### config.mk
export PLATFORM = sky130hd
export DESIGN_NAME = uart_tx_fifo
export DESIGN_NICKNAME = d
export VERILOG_FILES = /design/src/rtl/uart_pkg.sv /design/src/rtl/sync_fifo.sv /design/src/rtl/uart_tx_fifo.sv
export SDC_FILE = /design/constraint.sdc
export NUM_CORES = 1
export LEC_CHECK = 0
export CORE_MARGIN = 4
export CORE_UTILIZATION = 45
export DETAILED_ROUTE_END_ITERATION = 16
export SLEW_MARGIN = 20
export SYNTH_ARGS = -nofsm -noshare
export SYNTH_HDL_FRONTEND = slang
export SYNTH_HIERARCHICAL = 1
export SYNTH_SLANG_ARGS = --single-unit
### constraint.sdc
create_clock -name i_clock -period 3.2 [get_ports i_clock]
set_clock_uncertainty 0.15 [all_clocks]
set_input_delay 0.64 -clock i_clock [delete_from_list [all_inputs] [get_ports i_clock]]
set_output_delay 0.64 -clock i_clock [all_outputs]
set_load 0.01 [all_outputs]
### src/rtl/uart_pkg.sv
// Shared definitions for the FIFO-fed UART transmitter: FSM encoding, parity modes
// and small frame helpers used by the datapath.
package uart_pkg;

  typedef enum logic [2:0] {
    ST_IDLE   = 3'd0,
    ST_START  = 3'd1,
    ST_DATA   = 3'd2,
    ST_PARITY = 3'd3,
    ST_STOP   = 3'd4
  } tx_state_e;

  localparam int PARITY_NONE   = 0;
  localparam int PARITY_EVEN   = 1;
  localparam int PARITY_ODD    = 2;
  localparam int MAX_DATA_BITS = 9;

  function automatic int frame_cycles(input int data_bits, input int parity,
                                      input int stop_bits, input int clocks_per_bit);
    return (1 + data_bits + ((parity != PARITY_NONE) ? 1 : 0) + stop_bits) * clocks_per_bit;
  endfunction

  // Data is zero-extended by the caller, so unused upper bits do not disturb the XOR.
  function automatic logic parity_bit(input logic [MAX_DATA_BITS-1:0] data, input int parity);
    return (^data) ^ (parity == PARITY_ODD);
  endfunction

endpackage

### src/rtl/sync_fifo.sv
// Synchronous FIFO with a registered occupancy count; pop_data presents the head entry
// whenever the FIFO is not empty.
module sync_fifo #(
  parameter int DATA_WIDTH = 8,
  parameter int DEPTH      = 4
) (
  input  logic                    clk,
  input  logic                    rst,
  input  logic                    push,
  input  logic [DATA_WIDTH-1:0]   push_data,
  input  logic                    pop,
  output logic [DATA_WIDTH-1:0]   pop_data,
  output logic                    full,
  output logic                    empty,
  output logic [$clog2(DEPTH):0]  count
);

  localparam int AW = $clog2(DEPTH);
  localparam int CW = AW + 1;
  localparam logic [CW-1:0] COUNT_FULL = CW'(DEPTH);

  logic [DATA_WIDTH-1:0] mem_q [DEPTH];
  logic [DATA_WIDTH-1:0] mem_d [DEPTH];
  logic [AW-1:0]         wr_ptr_q, wr_ptr_d;
  logic [AW-1:0]         rd_ptr_q, rd_ptr_d;
  logic [CW-1:0]         count_q, count_d;
  logic                  push_ok;
  logic                  pop_ok;

  // A push while full is refused even if a pop frees a slot in the same cycle.
  assign full     = (count_q == COUNT_FULL);
  assign empty    = (count_q == {CW{1'b0}});
  assign count    = count_q;
  assign pop_data = mem_q[rd_ptr_q];
  assign push_ok  = push && !full;
  assign pop_ok   = pop && !empty;

  // Storage, pointer and occupancy update.
  always_comb begin
    mem_d    = mem_q;
    wr_ptr_d = wr_ptr_q;
    rd_ptr_d = rd_ptr_q;
    if (push_ok) begin
      mem_d[wr_ptr_q] = push_data;
      wr_ptr_d        = wr_ptr_q + AW'(1);
    end else begin
      wr_ptr_d        = wr_ptr_q;
    end
    if (pop_ok) begin
      rd_ptr_d = rd_ptr_q + AW'(1);
    end else begin
      rd_ptr_d = rd_ptr_q;
    end
    case ({push_ok, pop_ok})
      2'b10:   count_d = count_q + CW'(1);
      2'b01:   count_d = count_q - CW'(1);
      default: count_d = count_q;
    endcase
  end

  // FIFO state registers.
  always_ff @(posedge clk or posedge rst) begin
    if (rst) begin
      for (int i = 0; i < DEPTH; i++) begin
        mem_q[i] <= {DATA_WIDTH{1'b0}};
      end
      wr_ptr_q <= {AW{1'b0}};
      rd_ptr_q <= {AW{1'b0}};
      count_q  <= {CW{1'b0}};
    end else begin
      mem_q    <= mem_d;
      wr_ptr_q <= wr_ptr_d;
      rd_ptr_q <= rd_ptr_d;
      count_q  <= count_d;
    end
  end

endmodule

### src/rtl/uart_tx_fifo.sv
// UART transmitter fed by a small FIFO; queued words leave LSB first, back-to-back,
// with optional parity and one or two stop bits.
module uart_tx_fifo #(
  parameter int CLOCK_SPEED    = 1000000,
  parameter int BAUD_RATE      = 9600,
  parameter int CLOCKS_PER_BIT = CLOCK_SPEED / BAUD_RATE,
  parameter int DATA_BITS      = 8,
  parameter int PARITY         = 0,
  parameter int STOP_BITS      = 1,
  parameter int FIFO_DEPTH     = 4
) (
  input  logic                          i_clock,
  input  logic                          i_reset,
  input  logic                          i_txValid,
  input  logic [DATA_BITS-1:0]          i_txData,
  output logic                          o_txReady,
  output logic                          o_txSerial,
  output logic                          o_txBusy,
  output logic                          o_txDone,
  output logic                          o_overflow,
  output logic [$clog2(FIFO_DEPTH):0]   o_fifoCount
);

  import uart_pkg::*;

  if (CLOCKS_PER_BIT < 2) begin : g_bad_cpb
    $error("uart_tx_fifo: CLOCKS_PER_BIT must be at least 2");
  end
  if (DATA_BITS < 5 || DATA_BITS > MAX_DATA_BITS) begin : g_bad_data_bits
    $error("uart_tx_fifo: DATA_BITS must be 5..9");
  end
  if (PARITY < PARITY_NONE || PARITY > PARITY_ODD) begin : g_bad_parity
    $error("uart_tx_fifo: PARITY must be 0, 1 or 2");
  end
  if (STOP_BITS < 1 || STOP_BITS > 2) begin : g_bad_stop
    $error("uart_tx_fifo: STOP_BITS must be 1 or 2");
  end
  if (FIFO_DEPTH < 2 || (FIFO_DEPTH & (FIFO_DEPTH - 1)) != 0) begin : g_bad_depth
    $error("uart_tx_fifo: FIFO_DEPTH must be a power of 2, at least 2");
  end

  localparam int TW = $clog2(CLOCKS_PER_BIT);
  localparam int IW = $clog2(DATA_BITS + 1);
  localparam logic [TW-1:0] TIMER_LAST = TW'(CLOCKS_PER_BIT - 1);
  localparam logic [IW-1:0] DATA_LAST  = IW'(DATA_BITS - 1);
  localparam logic [IW-1:0] STOP_LAST  = IW'(STOP_BITS - 1);

  tx_state_e              state_q, state_d;
  logic [TW-1:0]          timer_q, timer_d;
  logic [IW-1:0]          bit_idx_q, bit_idx_d;
  logic [DATA_BITS-1:0]   shift_q, shift_d;
  logic                   par_q, par_d;
  logic                   serial_q, serial_d;
  logic                   busy_q, busy_d;
  logic                   done_q, done_d;
  logic                   ovf_q, ovf_d;

  logic                       bit_end;
  logic                       fifo_pop;
  logic                       fifo_full;
  logic                       fifo_empty;
  logic [DATA_BITS-1:0]       fifo_data;
  logic [MAX_DATA_BITS-1:0]   fifo_ext;

  sync_fifo #(
    .DATA_WIDTH (DATA_BITS),
    .DEPTH      (FIFO_DEPTH)
  ) u_fifo (
    .clk       (i_clock),
    .rst       (i_reset),
    .push      (i_txValid),
    .push_data (i_txData),
    .pop       (fifo_pop),
    .pop_data  (fifo_data),
    .full      (fifo_full),
    .empty     (fifo_empty),
    .count     (o_fifoCount)
  );

  assign bit_end    = (timer_q == TIMER_LAST);
  assign o_txReady  = !fifo_full;
  assign o_txSerial = serial_q;
  assign o_txBusy   = busy_q;
  assign o_txDone   = done_q;
  assign o_overflow = ovf_q;

  // Zero-extend the head word so the shared parity helper sees a fixed width.
  always_comb begin
    fifo_ext                = {MAX_DATA_BITS{1'b0}};
    fifo_ext[DATA_BITS-1:0] = fifo_data;
  end

  // State register: FSM, bit timing, shift register and registered outputs.
  always_ff @(posedge i_clock or posedge i_reset) begin
    if (i_reset) begin
      state_q   <= ST_IDLE;
      timer_q   <= {TW{1'b0}};
      bit_idx_q <= {IW{1'b0}};
      shift_q   <= {DATA_BITS{1'b0}};
      par_q     <= 1'b0;
      serial_q  <= 1'b1;
      busy_q    <= 1'b0;
      done_q    <= 1'b0;
      ovf_q     <= 1'b0;
    end else begin
      state_q   <= state_d;
      timer_q   <= timer_d;
      bit_idx_q <= bit_idx_d;
      shift_q   <= shift_d;
      par_q     <= par_d;
      serial_q  <= serial_d;
      busy_q    <= busy_d;
      done_q    <= done_d;
      ovf_q     <= ovf_d;
    end
  end

  // Next-state logic; a word is popped from IDLE or straight out of the last stop bit.
  always_comb begin
    state_d   = state_q;
    timer_d   = timer_q;
    bit_idx_d = bit_idx_q;
    shift_d   = shift_q;
    fifo_pop  = 1'b0;
    case (state_q)
      ST_IDLE: begin
        if (!fifo_empty) begin
          fifo_pop = 1'b1;
          state_d  = ST_START;
        end else begin
          state_d  = ST_IDLE;
        end
      end
      ST_START: begin
        if (bit_end) begin
          timer_d = {TW{1'b0}};
          state_d = ST_DATA;
        end else begin
          timer_d = timer_q + TW'(1);
        end
      end
      ST_DATA: begin
        if (bit_end) begin
          timer_d = {TW{1'b0}};
          shift_d = {1'b0, shift_q[DATA_BITS-1:1]};
          if (bit_idx_q == DATA_LAST) begin
            bit_idx_d = {IW{1'b0}};
            state_d   = (PARITY != PARITY_NONE) ? ST_PARITY : ST_STOP;
          end else begin
            bit_idx_d = bit_idx_q + IW'(1);
          end
        end else begin
          timer_d = timer_q + TW'(1);
        end
      end
      ST_PARITY: begin
        if (bit_end) begin
          timer_d   = {TW{1'b0}};
          bit_idx_d = {IW{1'b0}};
          state_d   = ST_STOP;
        end else begin
          timer_d   = timer_q + TW'(1);
        end
      end
      ST_STOP: begin
        if (bit_end) begin
          timer_d = {TW{1'b0}};
          if (bit_idx_q == STOP_LAST) begin
            bit_idx_d = {IW{1'b0}};
            if (!fifo_empty) begin
              fifo_pop = 1'b1;
              state_d  = ST_START;
            end else begin
              state_d  = ST_IDLE;
            end
          end else begin
            bit_idx_d = bit_idx_q + IW'(1);
          end
        end else begin
          timer_d = timer_q + TW'(1);
        end
      end
      default: begin
        state_d   = ST_IDLE;
        timer_d   = {TW{1'b0}};
        bit_idx_d = {IW{1'b0}};
      end
    endcase
    if (fifo_pop) begin
      shift_d = fifo_data;
      par_d   = parity_bit(fifo_ext, PARITY);
    end else begin
      par_d   = par_q;
    end
  end

  // Output logic, driven from the next state so the line changes on the transition edge.
  always_comb begin
    busy_d = (state_d != ST_IDLE);
    done_d = (state_q == ST_STOP) && bit_end && (bit_idx_q == STOP_LAST);
    ovf_d  = i_txValid && fifo_full;
    case (state_d)
      ST_START:  serial_d = 1'b0;
      ST_DATA:   serial_d = shift_d[0];
      ST_PARITY: serial_d = par_d;
      default:   serial_d = 1'b1;
    endcase
  end

endmodule

==> results of run 1 <==
-- metrics by stage --
| step | setup slack (ns) | instances |
|---|---|---|
| after floorplan | 0.510 | 266 |
| after global placement | 0.542 | 374 |
| after detailed placement | 0.425 | 374 |
| after CTS | 0.410 | 390 |
| after global routing | 0.212 | 390 |
| final | 0.377 | 390 |
-- synthesized netlist by cell type, types with 3 or more instances --
library cell,number,share of area
nor2_2,4,0.0076
mux4_2,8,0.055
xnor2_1,10,0.027
mux2_2,33,0.11
buf_2,4,0.0061
nand2b_1,4,0.0076
nand3_1,5,0.0076
o21ai_0,5,0.0076
xor2_1,3,0.0080
nor3_1,5,0.0076
nand2_1,16,0.018
nor3b_1,3,0.0068
a21oi_1,9,0.014
a21o_1,8,0.018
dfrtp_1,65,0.49
and2_1,3,0.0057
mux2i_1,4,0.012
inv_1,14,0.016
ha_1,8,0.030
nor2_1,8,0.0091
a22o_1,8,0.021
-- power breakdown --
| group | leakage [nW] | total (mW) | switching, mW | internal (mW) |
|---|---|---|---|---|
| Sequential | 0.798 | 1.53 | 0.314 | 1.21 |
| Clock | 0.119 | 0.870 | 0.330 | 0.540 |
| Combinational | 0.673 | 1.60 | 0.672 | 0.925 |
| Total | 1.59 | 3.99 | 1.32 | 2.68 |
-- registers in the layout (all words and copies together), names as in the netlist --
| name | flops |
|---|---|
| u_fifo/rd_ptr_q | 2 |
| bit_idx_q | 4 |
| u_fifo/wr_ptr_q | 2 |
| o_txBusy | 1 |
| timer_q | 7 |
| o_txDone | 1 |
| u_fifo/count | 3 |
| u_fifo/mem_q | 32 |
| shift_q | 8 |
| state_q | 3 |
| o_txSerial | 1 |
| par_q | 1 |
| o_overflow | 1 |
-- cell families (layout without fill, tap and decap cells) --
kind of cell	after synthesis	in the layout	synth area share
xor gates and xnor gates	13	13	0.0346
AOI/OAI and AO/OA	46	46	0.100
DFF	66	66	0.502
adders and majority gates	10	10	0.0396
buffers and inverters	23	51	0.0346
and+or+nand+nor	63	63	0.108
muxes	45	45	0.180
-- worst min-delay path by stage --
| stage | end | start | depth (start not counted) |
|---|---|---|---|
| after floorplan | shift_q[1] | shift_q[1] | 1 |
| after global placement | shift_q[6] | shift_q[6] | 1 |
| after detailed placement | shift_q[6] | shift_q[6] | 1 |
| after CTS | o_overflow | i_reset | 2 |
| after global routing | o_overflow | i_reset | 2 |
| final | o_overflow | i_reset | 2 |
-- critical path, cell delays in order, from the launching register on --
cell and delay, ns:
dfrtp_1 0.40, ha_1 0.18, and2_1 0.31, nand3_1 0.24
a21oi_2 0.22, o31a_2 0.19, ha_1 0.18, inv_1 0.06
fa_1 0.37, xor2_1 0.15, nor2_1 0.11, xor2_1 0.18
-- final cells by class --
type | instances | area (µm²)
multi-input cells | 177 | 1520
inverters | 14 | 52.6
fillers | 606 | 3140
repair buffers | 21 | 203
well taps | 96 | 120
flip-flops and latches | 66 | 1650
clock inverters | 6 | 114
clock buffers | 10 | 138
-- routing by layer --
metal,vias to the layer above,GRT usage,share of wire
met5,-,0,0
met4,0,0.0672,0.012
met3,7,0.0370,0.031
met2,36,0.248,0.50
met1,1036,0.186,0.46
li1,1003,-,-
==> impl_metrics.ini, run 1 <==
[outcome]
status = finished, final reports clean

[timing]
relSlewSlack = 0.426
fin_crit_sh = 0.882
fin_tns_setup_ns = 0
tightest_slew_ns = 0.854
period_needed_ns = 2.82
fmax_ghz = 0.354
hold_viol_final = 0
slew_viol_final = 0
setup_violations = 0
hold_ws_ns = 0.311
rsz0062_at_grt = false

[synth]
synth_edf_count = 0
netlist_area_um2 = 3290
synth_top_flop_cell = dfrtp_1
ys_types = 54
post_synth.cell_area_avg_um2 = 12.4
synth_nets = 286
yosysWarnings = 6
synth-async-reset-ratio = 1.00
ys_ff_latch = 66
synth-seq-area-share = 0.502
synth_cells = 266

[floorplanning]
io_pins = 19
die_w_um = 93.5
die_height_um = 93.5
rows = 30
core_um2 = 6940
die_area_um2 = 8740
initial_core_util = 0.474

[detailed_routing]
ant_nets = 0
routed_via_density = 5.34
wl_um = 6010
drt_iter0_drc = 47
routedWlPerCell_um = 15.4
drt_first_pass_iters = 4
vias = 2082
drc = 0

[critical_path]
regToRegStartpoint = timer_q[0]
crit-reg2reg-capture = u_fifo/count[2]
arrival_ns = 2.93
setup.worst_path.class = reg2reg
cp-endpoint = u_fifo/count[2]
cp-end-kind = register
cp.required_ns = 3.31
startpoint = timer_q[0]
ff2ff_setup_slack_ns = 0.38
critPathMaxFanout = 10
start_kind = register
rr_worst_depth = 11

[global_routing]
grt_pass1_vias = 2142
grt_max_degree = 40
grt.total_usage = 0.150
antenna_found_initial = 0
overflow = 0
grt_pass1_wl_um = 10100

[clock_network]
cts_buffer_depth = 2
cts_buffers = 9
cts_sinks = 66
cts_tree = done
cts_resized = 0
post_cts_buffers = 0
clock_latency_ns = 0.34
root_buffer = clkbuf_8
cts.clk_slew.worst_paths_ns = 0.08
htree_num_levels = 3
ctsHoldBuffers = 0

[place]
gp_congestion = 0.800
port_buffers = 18
place_hpwl_um = 4140
place_area_um2 = 3550

[cells_and_area]
fin_area_um2 = 3800
layout_commonest_cell = dfrtp_1
post-route-util = 0.548
antenna_cells = 0
syn_to_final_growth_pct = 15.6
drive_gt1_frac = 0.245
fin_nets = 309
mostFrequentLayoutCells = dfrtp_1, mux2_2, clkdlybuf4s50_1, nand2_1, inv_1

[pwr]
worst_ir_drop_vdd_v = 0.000443
p_total_mw = 3.99
p_leak_nw = 1.59
powerDensity_nw_per_um2 = 1050

[hold_path]
hp-class = in2async

[job]
maxCapViolCount = 0
(Power assumes the default switching activity.)
==> run 2, diff against run 1 <==
- CORE_MARGIN: 4 -> unset
==> run 2 against run 1 <==
  * Combinational power is essentially flat
  * Non-clock buffer count stayed put
  * Critical path type unchanged
  * Sequential power about the same
  * Critical endpoint unchanged
  * Worst setup slack better by 0.046 ns
==> impl_metrics.ini, run 2 (synthesis gave the netlist of run 1 again) <==
[detailed_routing]
drt_first_pass_iters = 4
drc = 0
routed_via_density = 5.35
vias = 2081
wl_um = 5960
drt_iter0_drc = 103
ant_nets = 0
routedWlPerCell_um = 15.3

[timing]
hold_viol_final = 0
fmax_ghz = 0.360
slew_viol_final = 0
hold_ws_ns = 0.321
fin_tns_setup_ns = 0
setup_violations = 0
period_needed_ns = 2.78
rsz0062_at_grt = false
relSlewSlack = 0.418
tightest_slew_ns = 0.866
fin_ws_ns = 0.422
fin_crit_sh = 0.868

[clock_network]
cts_buffer_depth = 2
ctsHoldBuffers = 0
htree_num_levels = 3
root_buffer = clkbuf_8
cts.clk_slew.worst_paths_ns = 0.07
cts_tree = done
post_cts_buffers = 0
cts_sinks = 66
cts_buffers = 9
clock_latency_ns = 0.34
cts_resized = 0

[critical_path]
setup.worst_path.class = reg2reg
ff2ff_setup_slack_ns = 0.42
critPathMaxFanout = 10
start_kind = register
cp-end-kind = register
cp.required_ns = 3.31
arrival_ns = 2.89

[cells_and_area]
largestRegisters = u_fifo/mem_q x32, shift_q x8, timer_q x7
fin_nets = 309
top_register = u_fifo/mem_q
mostFrequentLayoutCells = dfrtp_1, mux2_2, clkdlybuf4s50_1, nand2_1, inv_1
syn_to_final_growth_pct = 13.6
drive_gt1_frac = 0.235
largest_reg_flops = 32
antenna_cells = 0
layout_commonest_cell = dfrtp_1
post-route-util = 0.538
fillers = 594

[job]
maxCapViolCount = 0

[global_routing]
grt.total_usage = 0.183
antenna_found_initial = 0
grt_pass1_wl_um = 10400
grt_max_degree = 40
overflow = 0
grt_pass1_vias = 2138

[floorplanning]
core_um2 = 6940
initial_core_util = 0.474
die_w_um = 87.5
rows = 30
die_height_um = 87.5
io_pins = 19
die_area_um2 = 7660

[hold_path]
hp-class = in2async

[place]
dp_slack_ns = 0.454
place_hpwl_um = 4100
gp_congestion = 0.791
port_buffers = 18

[outcome]
status = finished, final reports clean

[pwr]
worst_ir_drop_vdd_v = 0.000433
powerDensity_nw_per_um2 = 1020
p_total_mw = 3.80
p_leak_nw = 1.57
run 2: changes by cell type in the layout (fill, tap and decap cells not counted):
cell	delta
clkinvlp_4	-2
clkbuf_1	+2
bufinv_16	-2
clkinv_4	-1
clkinv_2	+2
run 2: cell type report:
cell class              instances  area [µm²]  area share
clock buffers                  12         145      0.0388
clock inverters                 3        40.0      0.0107
inverters                      14        52.6      0.0141
multi-input cells             177        1520       0.408
flip-flops and latches         66        1650       0.442
well taps                      96         120      0.0322
repair buffers                 21         203      0.0543
run 2: routing by layer:
| metal | track usage | part of all wire |
|---|---|---|
| met3 | 0.0559 | 0.033 |
| met4 | 0.0805 | 0.019 |
| met1 | 0.224 | 0.47 |
| met2 | 0.300 | 0.48 |
| met5 | 0 | 0 |
run 2: critical path: stages, from the launching register on:
cell     delay [ns]
dfrtp_1        0.40
ha_1           0.18
and2_1         0.32
nand3_1        0.23
a21oi_2        0.21
o31a_2         0.20
ha_1           0.18
inv_1          0.06
fa_1           0.37
xor2_1         0.15
nor2_1         0.11
xor2_1         0.15
run 2: path summary, 6_finish.rpt:
check	end	cells past startpoint	start
min in group i_clock	shift_q[2]	1	shift_q[2]
max	u_fifo/count[2]	11	timer_q[0]
min reg2reg	shift_q[2]	1	shift_q[2]
min	o_overflow	2	i_reset
max reg2reg	u_fifo/count[2]	11	timer_q[0]
max in group asynchronous	u_fifo/mem_q[29]	3	i_reset
run 2: report_power, final:
part | switching, mW | total [mW] | internal (mW)
registers | 0.315 | 1.53 | 1.21
logic | 0.674 | 1.60 | 0.922
clock network | 0.296 | 0.671 | 0.375
run 2: stage by stage:
step	cells	cell area, µm²
finish	389	3740
global route	389	3740
CTS	389	3740
detailed placement	374	3550
global placement	374	3550
floorplan	266	3290
